[src/rtl/pipe_pkg.sv]
// rtl/pipe_pkg.sv - shared payload widths and NOP constants for pipeline stage buffers
package pipe_pkg;
    localparam int NOP_INSN_W = 32;
    localparam logic [NOP_INSN_W-1:0] NOP_INSN = 32'h0000_0013;

    // Per-boundary payload widths: PC+4 alongside the stage's own fields.
    localparam int IF_ID_W  = 64;
    localparam int ID_EX_W  = 128;
    localparam int EX_MEM_W = 96;
    localparam int MEM_WB_W = 72;

    localparam logic [IF_ID_W-1:0] IF_ID_NOP = {32'h0, NOP_INSN};
endpackage

[src/rtl/wrap_counter.sv]
// rtl/wrap_counter.sv - modulo-MOD counter with enable and synchronous clear
module wrap_counter #(
    parameter int MOD = 2,
    parameter int W   = 1
) (
    input  logic         clk,
    input  logic         rst,
    input  logic         clr,
    input  logic         en,
    output logic [W-1:0] value
);
    always_ff @(posedge clk or negedge rst) begin
        if (!rst) begin
            value <= '0;
        end else if (clr) begin
            value <= '0;
        end else if (en) begin
            value <= (value == W'(MOD - 1)) ? '0 : value + W'(1);
        end
    end
endmodule

[src/rtl/pipe_stage_buf.sv]
// rtl/pipe_stage_buf.sv - valid/ready circular buffer between two pipeline stages
module pipe_stage_buf
    import pipe_pkg::*;
#(
    parameter int                 DATA_W    = IF_ID_W,
    parameter int                 DEPTH     = 2,
    parameter logic [DATA_W-1:0]  NOP_VALUE = '0,
    parameter int                 CNT_W     = $clog2(DEPTH + 1)
) (
    input  logic              clk,
    input  logic              rst,
    input  logic              flush,
    input  logic              in_valid,
    input  logic [DATA_W-1:0] in_data,
    output logic              in_ready,
    output logic              out_valid,
    output logic [DATA_W-1:0] out_data,
    input  logic              out_ready,
    output logic [CNT_W-1:0]  count
);
    localparam int PTR_W = (DEPTH > 1) ? $clog2(DEPTH) : 1;

    logic [DATA_W-1:0] mem [DEPTH];
    logic [PTR_W-1:0]  rd_ptr;
    logic [PTR_W-1:0]  wr_ptr;
    logic [CNT_W-1:0]  cnt;
    logic              push;
    logic              pop;

    // Ready is a function of occupancy only, so no combinational path from out_ready.
    assign in_ready  = (cnt < CNT_W'(DEPTH)) && !flush;
    assign out_valid = (cnt != '0) && !flush;
    assign out_data  = (cnt != '0) ? mem[rd_ptr] : NOP_VALUE;
    assign push      = in_valid && in_ready;
    assign pop       = out_valid && out_ready;
    assign count     = cnt;

    wrap_counter #(.MOD(DEPTH), .W(PTR_W)) u_wr_ptr (
        .clk   (clk),
        .rst   (rst),
        .clr   (flush),
        .en    (push),
        .value (wr_ptr)
    );

    wrap_counter #(.MOD(DEPTH), .W(PTR_W)) u_rd_ptr (
        .clk   (clk),
        .rst   (rst),
        .clr   (flush),
        .en    (pop),
        .value (rd_ptr)
    );

    always_ff @(posedge clk or negedge rst) begin
        if (!rst) begin
            cnt <= '0;
        end else if (flush) begin
            cnt <= '0;
        end else if (push && !pop) begin
            cnt <= cnt + CNT_W'(1);
        end else if (pop && !push) begin
            cnt <= cnt - CNT_W'(1);
        end
    end

    always_ff @(posedge clk) begin
        if (push) begin
            mem[wr_ptr] <= in_data;
        end
    end
endmodule

[config.mk]
export PLATFORM = sky130hd
export DESIGN_NAME = pipe_stage_buf
export DESIGN_NICKNAME = d
export VERILOG_FILES = /design/src/rtl/pipe_pkg.sv /design/src/rtl/wrap_counter.sv /design/src/rtl/pipe_stage_buf.sv
export SDC_FILE = /design/constraint.sdc
export NUM_CORES = 1
export LEC_CHECK = 0
export BUFFER_PORTS_ARGS = -buffer_cell sky130_fd_sc_hd__buf_2
export CORE_MARGIN = 1
export CORE_UTILIZATION = 56
export DETAILED_ROUTE_END_ITERATION = 16
export PLACE_DENSITY = 0.95
export SKIP_CTS_REPAIR_TIMING = 1
export SYNTH_ARGS = -nofsm -noshare
export SYNTH_HDL_FRONTEND = slang
export SYNTH_SLANG_ARGS = --single-unit
[constraint.sdc]
create_clock -name clk -period 11 [get_ports clk]
set_clock_uncertainty 0.05 [all_clocks]
set_input_delay 1.65 -clock clk [delete_from_list [all_inputs] [get_ports clk]]
set_output_delay 1.65 -clock clk [all_outputs]
set_load 0.02 [all_outputs]
==> impl_results.rst <==
.. list-table::
   :header-rows: 1

   * - Metric
     - Value
   * - Max VDD drop
     - 0.000126 V
   * - Total clock buffers created by CTS
     - 17
   * - Max-cap viol count
     - 0
   * - Post-synthesis mux area share
     - 12.6%
   * - Area taken by multi-input logic gates
     - 1010 sq um
   * - TritonCTS clock tree
     - yes
   * - Total placed instance area
     - 5800 sq um
   * - Leakage dissipation
     - 2.45 nW
   * - Number of diodes
     - 0
   * - Die span in x
     - 97.3 um
   * - Sequential-to-total area share from yosys stat
     - 77.6%
   * - Insertion delay of the later-clocked pin in the worst-skew pair
     - 500 ps
   * - Starting utilization of the core area
     - 58.0%
   * - Number of synthesized register bits
     - 132
   * - Net count of the finished layout
     - 508
   * - Final hold slack
     - 564 ps
   * - Largest family of logic cells by synthesized area
     - multiplexers
   * - Pwr Density
     - 191 nW/um^2
   * - Vias
     - 2928
   * - Post-detailed-routing wire length
     - 8.99 mm
   * - Synthesized-area fraction occupied by and/or/nand/nor cells
     - 5.93%
   * - Max FO, Critical Path
     - 37
   * - Clock sinks
     - 132
   * - Synth area leaders
     - sky130_fd_sc_hd__edfxtp_1 (76%), sky130_fd_sc_hd__mux2i_1 (13%), sky130_fd_sc_hd__nor2_1 (5.2%)
   * - Worst-margin pin slew
     - 1110 ps
   * - Setup repair after global routing missed its margin
     - false
   * - Aggregate negative setup slack
     - 0 ps
   * - Vias in the first global route
     - 3005
   * - Fraction of the mapped netlist area in adder cells
     - 0%
   * - Reg area
     - 3950 sq um
   * - First-iteration detailed-routing DRC count
     - 113
   * - Placeable Area
     - 8760 sq um
   * - Yosys warning count
     - 0
   * - Shortest period the worst path allows
     - 4030 ps
   * - Overflow left after global routing
     - 0
   * - Share of final-layout standard cells stronger than drive strength 1
     - 38.4%
   * - Area growth from synthesis to layout
     - 24.9%
   * - Std-Cell Rows
     - 34
   * - Required time at the worst-slack endpoint
     - 9300 ps
   * - Worst-path cell with the longest stage delay
     - sky130_fd_sc_hd__nor2_4
   * - Fillers
     - 581
   * - Total nets after synthesis
     - 364
   * - Share of the clock period used by the worst path
     - 36.6%
   * - Post-detailed-route via-to-cell ratio
     - 5.25
   * - Synthesized-area fraction occupied by xor and xnor cells
     - 0.517%
   * - First-pass GRT wire length
     - 14.1 mm
   * - Final Max Slew Viols
     - 0
   * - HPWL after DPL
     - 5.68 mm
   * - Clock-pin slew of the registers on the worst-case setup and hold paths
     - 60 ps
   * - # DRC
     - 0
   * - Core Util, Final
     - 72.5%
   * - IO Port Bufs
     - 136
   * - Synthesized area divided by synthesized cell count
     - 17.2 sq um
   * - Die area
     - 9460 sq um
   * - Max Buffers Root-to-Sink
     - 2
   * - Library cell used as clock root buffer
     - sky130_fd_sc_hd__clkbuf_8
   * - Fin. Hold Viols
     - 0
   * - I/O pin total
     - 137
   * - Yosys cell types
     - 20
   * - Compound-gate portion of the synthesized area
     - 0.468%
   * - Final GP Congestion
     - 0.862
   * - Number of H-tree levels
     - 4
   * - Peak clock frequency supported by timing
     - 248 MHz
   * - Antenna violations before repair
     - 0
   * - Post-Layout Cell Count
     - 558
   * - Top-area cell type share of the netlist area
     - 75.6%
   * - Gr usage total
     - 19.6%
   * - Synthesized cell area
     - 5080 sq um
   * - Total setup violations reported at the end of the flow
     - 0
   * - HP Class
     - reg2reg
   * - Category of the worst setup path capture point
     - output port
   * - Critical setup path kind
     - reg2out
   * - Average routed wire per standard cell
     - 16.1 um
   * - Crit start category
     - register
   * - Largest stage delay on the critical path
     - 570 ps
   * - Remaining antenna violation count after routing
     - 0
   * - Critical path arrival
     - 2330 ps
   * - Count of TritonRoute iterations in the first routing pass
     - 5
   * - Post-synth top area cell
     - sky130_fd_sc_hd__edfxtp_1
   * - Post-placement cell count
     - 528
   * - Cell chain of the critical path
     - nor2_4 > buf_4 > nor2_1 > buf_2
   * - Maximum number of pins on one net before global-route repair
     - 66
   * - Final Cell Area
     - 6350 sq um
   * - Outcome
     - complete, no violations
   * - Die H
     - 97.3 um
   * - Gate Count Post-Synth
     - 295
   * - Headroom to the max-slew limit
     - 25.8%
==> layout make-up <==
type	instances	share of cell area (%)
clock buffers	17	6.52
clock inverters	13	2.17
inverters	1	0.0591
multi-input cells	148	15.9
flip-flops and latches	132	62.2
well taps	108	2.13
repair buffers	139	11.1
==> where the power goes <==
| group | internal (mW) | switching [mW] |
|---|---|---|
| sequential | 0.576 | 0.0153 |
| combinational | 0.0408 | 0.0629 |
| clock | 0.319 | 0.198 |
==> cell usage after synthesis, drive strengths merged <==
| master | count |
|---|---|
| nor3b | 1 |
| nand2b | 1 |
| edfxtp | 128 |
| mux2i | 64 |
| xor2 | 2 |
| nand2 | 1 |
| nor2 | 71 |
| o21ai | 2 |
| dfrtp | 4 |
| nand3 | 1 |
| inv | 1 |
| a221oi | 1 |
| nor2b | 1 |
| buf | 14 |
| a21oi | 1 |
| xnor2 | 1 |
| and3 | 1 |
==> registers in the layout (all words and copies together), names as in the netlist <==
name	count
u_rd_ptr.value	1
count	2
mem	128
u_wr_ptr.value	1
==> worst max-delay path: cells and delay by family, from the launching register on <==
| kind | cells | cell delay, ps |
|---|---|---|
| AND/OR/NAND/NOR | 2 | 690 |
| buffers and inverters | 2 | 670 |
| flip-flops | 1 | 460 |
==> per-layer routing <==
metal	vias up	wire length (um)	track usage [%]
li1	1381	-	-
met4	0	157	7.58
met5	-	0	0
met2	97	4830	34.9
met1	1435	3580	22.8
met3	15	429	4.89
==> through the flow <==
| stage | setup WS [ps] | power, mW |
|---|---|---|
| final | 6970 | 1.21 |
| after global routing | 6800 | 1.25 |
| after CTS | 6900 | 1.22 |
| after detailed placement | 7150 | 0.706 |
| after global placement | 7210 | 0.701 |
| after floorplan | 5690 | 0.668 |
==> path summary, 6_finish.rpt <==
check / slack (ps) / cells after the start / endpoint / from
setup reg to reg: 8980 / 3 / mem[1][6] / count[1]
hold / removal: 560 / 2 / u_wr_ptr.value / u_wr_ptr.value
setup / recovery: 6970 / 4 / out_data[56] / count[1]
max in group asynchronous: 9870 / 1 / u_rd_ptr.value / rst
hold reg to reg: 560 / 2 / u_wr_ptr.value / u_wr_ptr.value
min in group asynchronous: 890 / 1 / count[0] / rst
==> cells in the final DEF, fill, tap and decap left out, types with 2 or more instances in the layout <==
cell and count:
sky130_fd_sc_hd__xor2_1 2, sky130_fd_sc_hd__buf_2 136, sky130_fd_sc_hd__nor2_1 69, sky130_fd_sc_hd__clkinvlp_4 3
sky130_fd_sc_hd__nor2_4 2, sky130_fd_sc_hd__dfrtp_1 3, sky130_fd_sc_hd__mux2i_1 64, sky130_fd_sc_hd__edfxtp_1 128
sky130_fd_sc_hd__clkinv_4 3, sky130_fd_sc_hd__buf_4 3, sky130_fd_sc_hd__clkbuf_16 16, sky130_fd_sc_hd__clkinv_2 4
sky130_fd_sc_hd__bufinv_16 2
==> logic make-up after synthesis <==
logic type,count (synthesis)
compound gates,4
flops,132
simple gates,77
buf+inv,15
mux,64
xor+xnor,3
No activity file was read; power rests on OpenSTA's default activity.
